<file path="src/rtl/comp1_cell.sv">
// Cascadable unsigned magnitude-comparator slice: x = a>b, y = a<b, z = a==b, all gated by e.
// REG_OUT=1 gives 1-cycle latency, REG_OUT=0 is combinational; no backpressure, accepts every cycle.
module comp1_cell #(
  parameter int WIDTH   = 1,
  parameter bit REG_OUT = 1'b1
) (
  input  logic             clk,
  input  logic             rst,
  output logic             x,
  output logic             y,
  output logic             z,
  input  logic [WIDTH-1:0] a,
  input  logic [WIDTH-1:0] b,
  input  logic             e
);

  logic x_n;
  logic y_n;
  logic z_n;

  always_comb begin
    x_n = e & (a > b);
    y_n = e & (a < b);
    z_n = e & (a == b);
  end

  generate
    if (REG_OUT) begin : g_reg
      always_ff @(posedge clk or posedge rst) begin
        if (rst) begin
          x <= 1'b0;
          y <= 1'b0;
          z <= 1'b0;
        end else begin
          x <= x_n;
          y <= y_n;
          z <= z_n;
        end
      end
    end else begin : g_comb
      // Reset still masks the flags so a chain reads all-zero while held in reset.
      always_comb begin
        x = x_n & ~rst;
        y = y_n & ~rst;
        z = z_n & ~rst;
      end
    end
  endgenerate

endmodule

</file>
<file path="config.mk">
export PLATFORM = sky130hd
export DESIGN_NAME = comp1_cell
export DESIGN_NICKNAME = d
export VERILOG_FILES = /design/src/rtl/comp1_cell.sv
export SDC_FILE = /design/constraint.sdc
export NUM_CORES = 1
export LEC_CHECK = 0
export CAP_MARGIN = 20
export CORE_AREA = 2 2 39 41
export CTS_CLUSTER_SIZE = 10
export DETAILED_ROUTE_END_ITERATION = 10
export DIE_AREA = 0 0 41 43
export GPL_TIMING_DRIVEN = 0
export SLEW_MARGIN = 10
export SYNTH_ARGS = -nofsm -noshare
export SYNTH_HDL_FRONTEND = slang
export SYNTH_SLANG_ARGS = --single-unit
</file>
<file path="constraint.sdc">
create_clock -name clk -period 1.25 [get_ports clk]
set_clock_uncertainty 0.05 [all_clocks]
set_input_delay 0.25 -clock clk [delete_from_list [all_inputs] [get_ports clk]]
set_output_delay 0.25 -clock clk [all_outputs]
set_load 0.05 [all_outputs]
</file>
==> metrics.md, run 1 <==
| Metric | Value |
|---|---|
| DRC | `0` |
| Max-Cap Viols | `0` |
| GR Util met3 | `1.571%` |
| Pleak | `0.1226 nW` |
| Worst slew pin tran | `279.6 ps` |
| Crit share post-route | `96.29%` |
| Multiplexer area fraction after synthesis | `0%` |
| Die height | `43 um` |
| Status | `complete, no violations` |
| Critical Path Sink Type | `primary output` |
| Io pins | `8` |
| Fmax | `0.8308 GHz` |
| TNS Setup | `0 ps` |
| Worst stage delay on the critical path | `350 ps` |
| Gr usage total | `4.016%` |
| CP top delay family | `flip-flops` |
| H-Tree Depth | `1` |
| Pwr Density | `1281 mW/mm^2` |
| Synth Instances | `11` |
| Final hold violation count | `0` |
| Initial core utilization | `9.403%` |
| CP startpoint | `z` |
| Syn_nets | `18` |
| CP required | `950 ps` |
| CTS sink cnt | `3` |
| Multi-input gate area | `43.79 um^2` |
| Initial antenna violation count | `0` |
| Final #Nets | `30` |
| Sequential power share | `32.3%` |
| Clk network pwr share | `52.2%` |
| CP Launch Type | `flip-flop` |
| Total gr overflow | `0` |
| Xor and xnor fraction of the mapped netlist area | `0%` |
| Finish-stage setup viols | `0` |
| Number of port buffers | `7` |
| Largest net degree at the start of global routing | `4` |
| Post-synthesis average cell area | `11.83 um^2` |
| Sw Pwr | `0.07651 mW` |
| First-pass GRT wire length | `331 um` |
| Crit path time final | `1204 ps` |
| Num rows | `14` |
| Clock Path Buffers | `2` |
| Switching Share | `23.87%` |
| Slowest CP cell | `dfrtp_1` |
| Post-Syn Area | `130.1 um^2` |
| Post-route ant nets | `0` |
| Int Pwr | `0.2440 mW` |
| Post-synth cell types | `4` |
| Filler cells | `156` |
| Grt met2 use | `2.813%` |
| Clock transition at path regs | `40 ps` |
| TritonRoute pass-1 iters | `2` |
| Largest family of logic cells by synthesized area | `adder cells` |
| Max-slew violation count | `0` |
| Core box area | `0.001384 mm^2` |
| WP data arrival | `900 ps` |
| Synth Area in Adders | `19.23%` |
| Buf/Inv on CP | `1` |
| Vias per std cell | `2.605` |
| Util after Layout | `18.08%` |
| Die Width | `41 um` |
| Cell depth of the worst setup path | `1` |
| Gr busiest metal | `met4` |
| CTS tree | `done` |
| Maximum vdd drop | `195.8 uV` |
| Worst-path cell chain | `clkdlybuf4s15_2` |
| FF+latch area | `75.07 um^2` |
| Root Buffer | `clkbuf_4` |
| Ant diodes | `0` |
| Combinational share of power | `15.4%` |
| Die ar. | `0.001763 mm^2` |
| Final weighted congestion in routability-driven placement | `0.5091` |
| Min-Delay Path Class | `in -> async` |
| Worst-path fanout max | `1` |
| Layout area overhead | `92.31%` |
| TritonCTS buffer count | `3` |
| Synthesis-stage register bit count | `3` |
| Yosys warnings | `0` |
| Register area share after synthesis | `57.69%` |
| Share of cells above drive strength 1 | `27.27%` |
| Compound-Gate Fraction of Synth Area | `0%` |
| Per-cell routed wire length | `5.526 um` |
| Via Count | `99` |
| Initial DRC count | `1` |
| GR Util met1 | `3.215%` |
| RSZ-0062 raised after global routing | `false` |
| Slew headroom | `81.45%` |
| Routed wire length | `210 um` |
| Synth Area in Simple Gates | `14.42%` |
| Critical Setup Path Class | `reg -> out` |
| Vias in the first global route | `99` |
power by group through the flow:
stage	logic, mW	clock network [mW]	registers [mW]
after floorplan	0.00788	0	0.123
after global placement	0.0509	0	0.105
after detailed placement	0.0512	0	0.105
after CTS	0.0500	0.180	0.104
after global routing	0.0545	0.192	0.104
final	0.0495	0.167	0.104
per-layer routing:
layer / up-vias / wire [um] / part of all wire, %
li1: 54 / - / -
met3: 2 / 32 / 15
met1: 34 / 79 / 38
met5: - / 0 / 0
met2: 9 / 78 / 37
met4: 0 / 19 / 9.0
cell usage after synthesis:
cell | number | area share, %
and2_1 | 3 | 14
dfrtp_1 | 3 | 58
inv_1 | 3 | 8.7
ha_1 | 2 | 19
cells in the final DEF (no fill, tap or decap), drive strengths merged:
cell type	netlist	routed
clkdlybuf4s50	0	4
clkbuf	0	4
inv	3	3
and2	3	3
clkdlybuf4s15	0	3
dfrtp	3	3
ha	2	2
per-stage QoR:
| step | hold slack (ps) | total power [mW] | worst slack (ps) | cell area, um^2 | cells |
|---|---|---|---|---|---|
| 2_1_floorplan | -46.36 | 0.1310 | 364.1 | 130.1 | 11 |
| 3_3_place_gp | 376.5 | 0.1558 | -142.2 | 220.2 | 34 |
| 3_5_place_dp | 372.5 | 0.1560 | -145.7 | 220.2 | 34 |
| 4_1_cts | 128.3 | 0.3334 | 31.27 | 250.2 | 38 |
| 5_1_grt | 133.7 | 0.3505 | 8.616 | 250.2 | 38 |
| 6_report | 134.6 | 0.3205 | 46.33 | 250.2 | 38 |
cell families (layout without fill, tap and decap cells):
family | after synthesis | after routing
AND/OR/NAND/NOR | 3 | 3
buffers and inverters | 3 | 14
flip-flops | 3 | 3
adder cells (fa/ha/maj) | 2 | 2
final cells by class:
| cell class | count | area share [%] |
|---|---|---|
| multi-input combinational | 5 | 17.50 |
| sequential | 3 | 30.00 |
| tap | 16 | 8.000 |
| timing repair buffer | 7 | 29.50 |
| inverter | 3 | 4.500 |
| clock buffer | 4 | 10.50 |
timing repair:
item	4_1_cts	5_1_grt
setup endpoints to repair	3	0
setup buffers	0	0
gates resized for setup	9	0
hold buffers	0	0
hold endpoints to repair	0	0
path summary, 6_finish.rpt:
kind | slack (ps) | endpoint
worst max-delay path | 50 | z
worst min-delay path | 130 | x
max in group asynchronous | 890 | y
min in group clk | 600 | x
flip-flops by register name, indices dropped and copies added, names as in the netlist:
name  count
x         1
y         1
z         1
Power figures use the tool's default switching activity.
==> run 2: changes to the inputs <==
--- a/config.mk
+++ b/config.mk
@@ -11,6 +11,7 @@
 export DETAILED_ROUTE_END_ITERATION = 10
 export DIE_AREA = 0 0 41 43
 export GPL_TIMING_DRIVEN = 0
+export RECOVER_POWER = 50
 export SLEW_MARGIN = 10
 export SYNTH_ARGS = -nofsm -noshare
 export SYNTH_HDL_FRONTEND = slang
==> metrics.md, run 2 (synthesis results as in run 1) <==
| Metric | Value |
|---|---|
| CTS tree | `done` |
| Gr busiest metal | `met4` |
| Via Count | `99` |
| Final instance count without filler cells | `38` |
| DRC | `0` |
| Io pins | `8` |
| Initial DRC count | `1` |
| WP data arrival | `900 ps` |
| Ant diodes | `0` |
| Worst setup margin | `46.35 ps` |
| Slew headroom | `81.45%` |
| Postcts setup bufs | `0` |
| Min-Delay Path Class | `in -> async` |
| Core box area | `0.001384 mm^2` |
| RSZ-0062 raised after global routing | `false` |
| Worst-path fanout max | `1` |
| Initial core utilization | `9.403%` |
| Per-cell routed wire length | `5.526 um` |
| Post-route ant nets | `0` |
| CTS sink cnt | `3` |
| Crit share post-route | `96.29%` |
| Number of port buffers | `7` |
| Critical Path Sink Type | `primary output` |
| Placed Area | `220.2 um^2` |
| Hold_buf cts | `0` |
| Initial antenna violation count | `0` |
| Share of cells above drive strength 1 | `27.27%` |
| GR Util met1 | `3.215%` |
| Routed wire length | `210 um` |
| Pwr Density | `1278 mW/mm^2` |
| Final weighted congestion in routability-driven placement | `0.5091` |
| Placed insts | `34` |
| Finish-stage setup viols | `0` |
| Maximum vdd drop | `195.7 uV` |
| Status | `complete, no violations` |
| Slowest CP cell | `dfrtp_1` |
| Worst slew pin tran | `279.5 ps` |
| Worst-path cell chain | `clkdlybuf4s15_2` |
| Root Buffer | `clkbuf_4` |
| Design area | `250.2 um^2` |
| Final #Nets | `30` |
| CP top delay family | `flip-flops` |
| H-Tree Depth | `1` |
| Pleak | `0.1228 nW` |
| Util after Layout | `18.08%` |
| Fmax | `0.8308 GHz` |
| Vias in the first global route | `99` |
| Vias per std cell | `2.605` |
| TritonCTS buffer count | `3` |
| Crit path time final | `1204 ps` |
| Total gr overflow | `0` |
| Die height | `43 um` |
| Clock transition at path regs | `40 ps` |
| Clock Path Buffers | `2` |
| Critical Setup Path Class | `reg -> out` |
| FF+latch area | `75.07 um^2` |
| First-pass GRT wire length | `331 um` |
| Multi-input gate area | `43.79 um^2` |
| Grt met2 use | `2.813%` |
| GR Util met3 | `1.571%` |
| Die Width | `41 um` |
| Layout area overhead | `92.31%` |
| Worst stage delay on the critical path | `350 ps` |
| Max-slew violation count | `0` |
| Gr usage total | `4.016%` |
| Top flop regs | `x: 1 flops, y: 1 flops, z: 1 flops` |
| TritonRoute pass-1 iters | `2` |
| Buf/Inv on CP | `1` |
| Largest net degree at the start of global routing | `4` |
| CP required | `950 ps` |
| DP Worst Slack | `-145.7 ps` |
| Die ar. | `0.001763 mm^2` |
| Final hold violation count | `0` |
| CP Launch Type | `flip-flop` |
| Num rows | `14` |
| Filler cells | `156` |
| Max-Cap Viols | `0` |
## run 2: final timing paths
check / from / endpoint / slack, ps / depth (start not counted)
worst max-delay path: z / z / 50 / 1
worst min-delay path: rst / x / 270 / 2
max in group asynchronous: rst / y / 750 / 2
min in group clk: e / x / 600 / 2
## run 2: timing repair
item / 4_1_cts / 5_1_grt
endpoints found under the setup margin: 3 / 0
endpoints found under the hold margin: 0 / 0
resized for setup: 9 / 0
## run 2: final cells by class
class	count	area share (%)
Timing Repair Buffer	7	29.50
Sequential cell	3	30.00
Multi-Input combinational cell	5	17.50
Inverter	3	4.500
Clock buffer	4	10.50
Tap cell	16	8.000
## run 2: layer usage
metal / part of all wire (%) / up-vias
met5: 0 / -
met4: 9.0 / 0
met3: 15 / 2
met2: 37 / 9
met1: 38 / 34
li1: - / 54
## run 2: report_power, final
group / internal (mW) / switching, mW
Clock: 0.119 / 0.0479
Combinational: 0.0213 / 0.0275
Sequential: 0.103 / 0.00107
Total: 0.243 / 0.0765
## run 2: through the flow
| stage | total power, mW | TNS, ps | hold WS [ps] |
|---|---|---|---|
| 6_report | 0.3199 | 0 | 271.5 |
| 5_1_grt | 0.3498 | 0 | 270.5 |
| 4_1_cts | 0.3334 | 0 | 128.3 |
| 3_5_place_dp | 0.1560 | -544.2 | 372.5 |
| 3_3_place_gp | 0.1558 | -530.1 | 376.5 |
| 2_1_floorplan | 0.1310 | 0 | -46.36 |
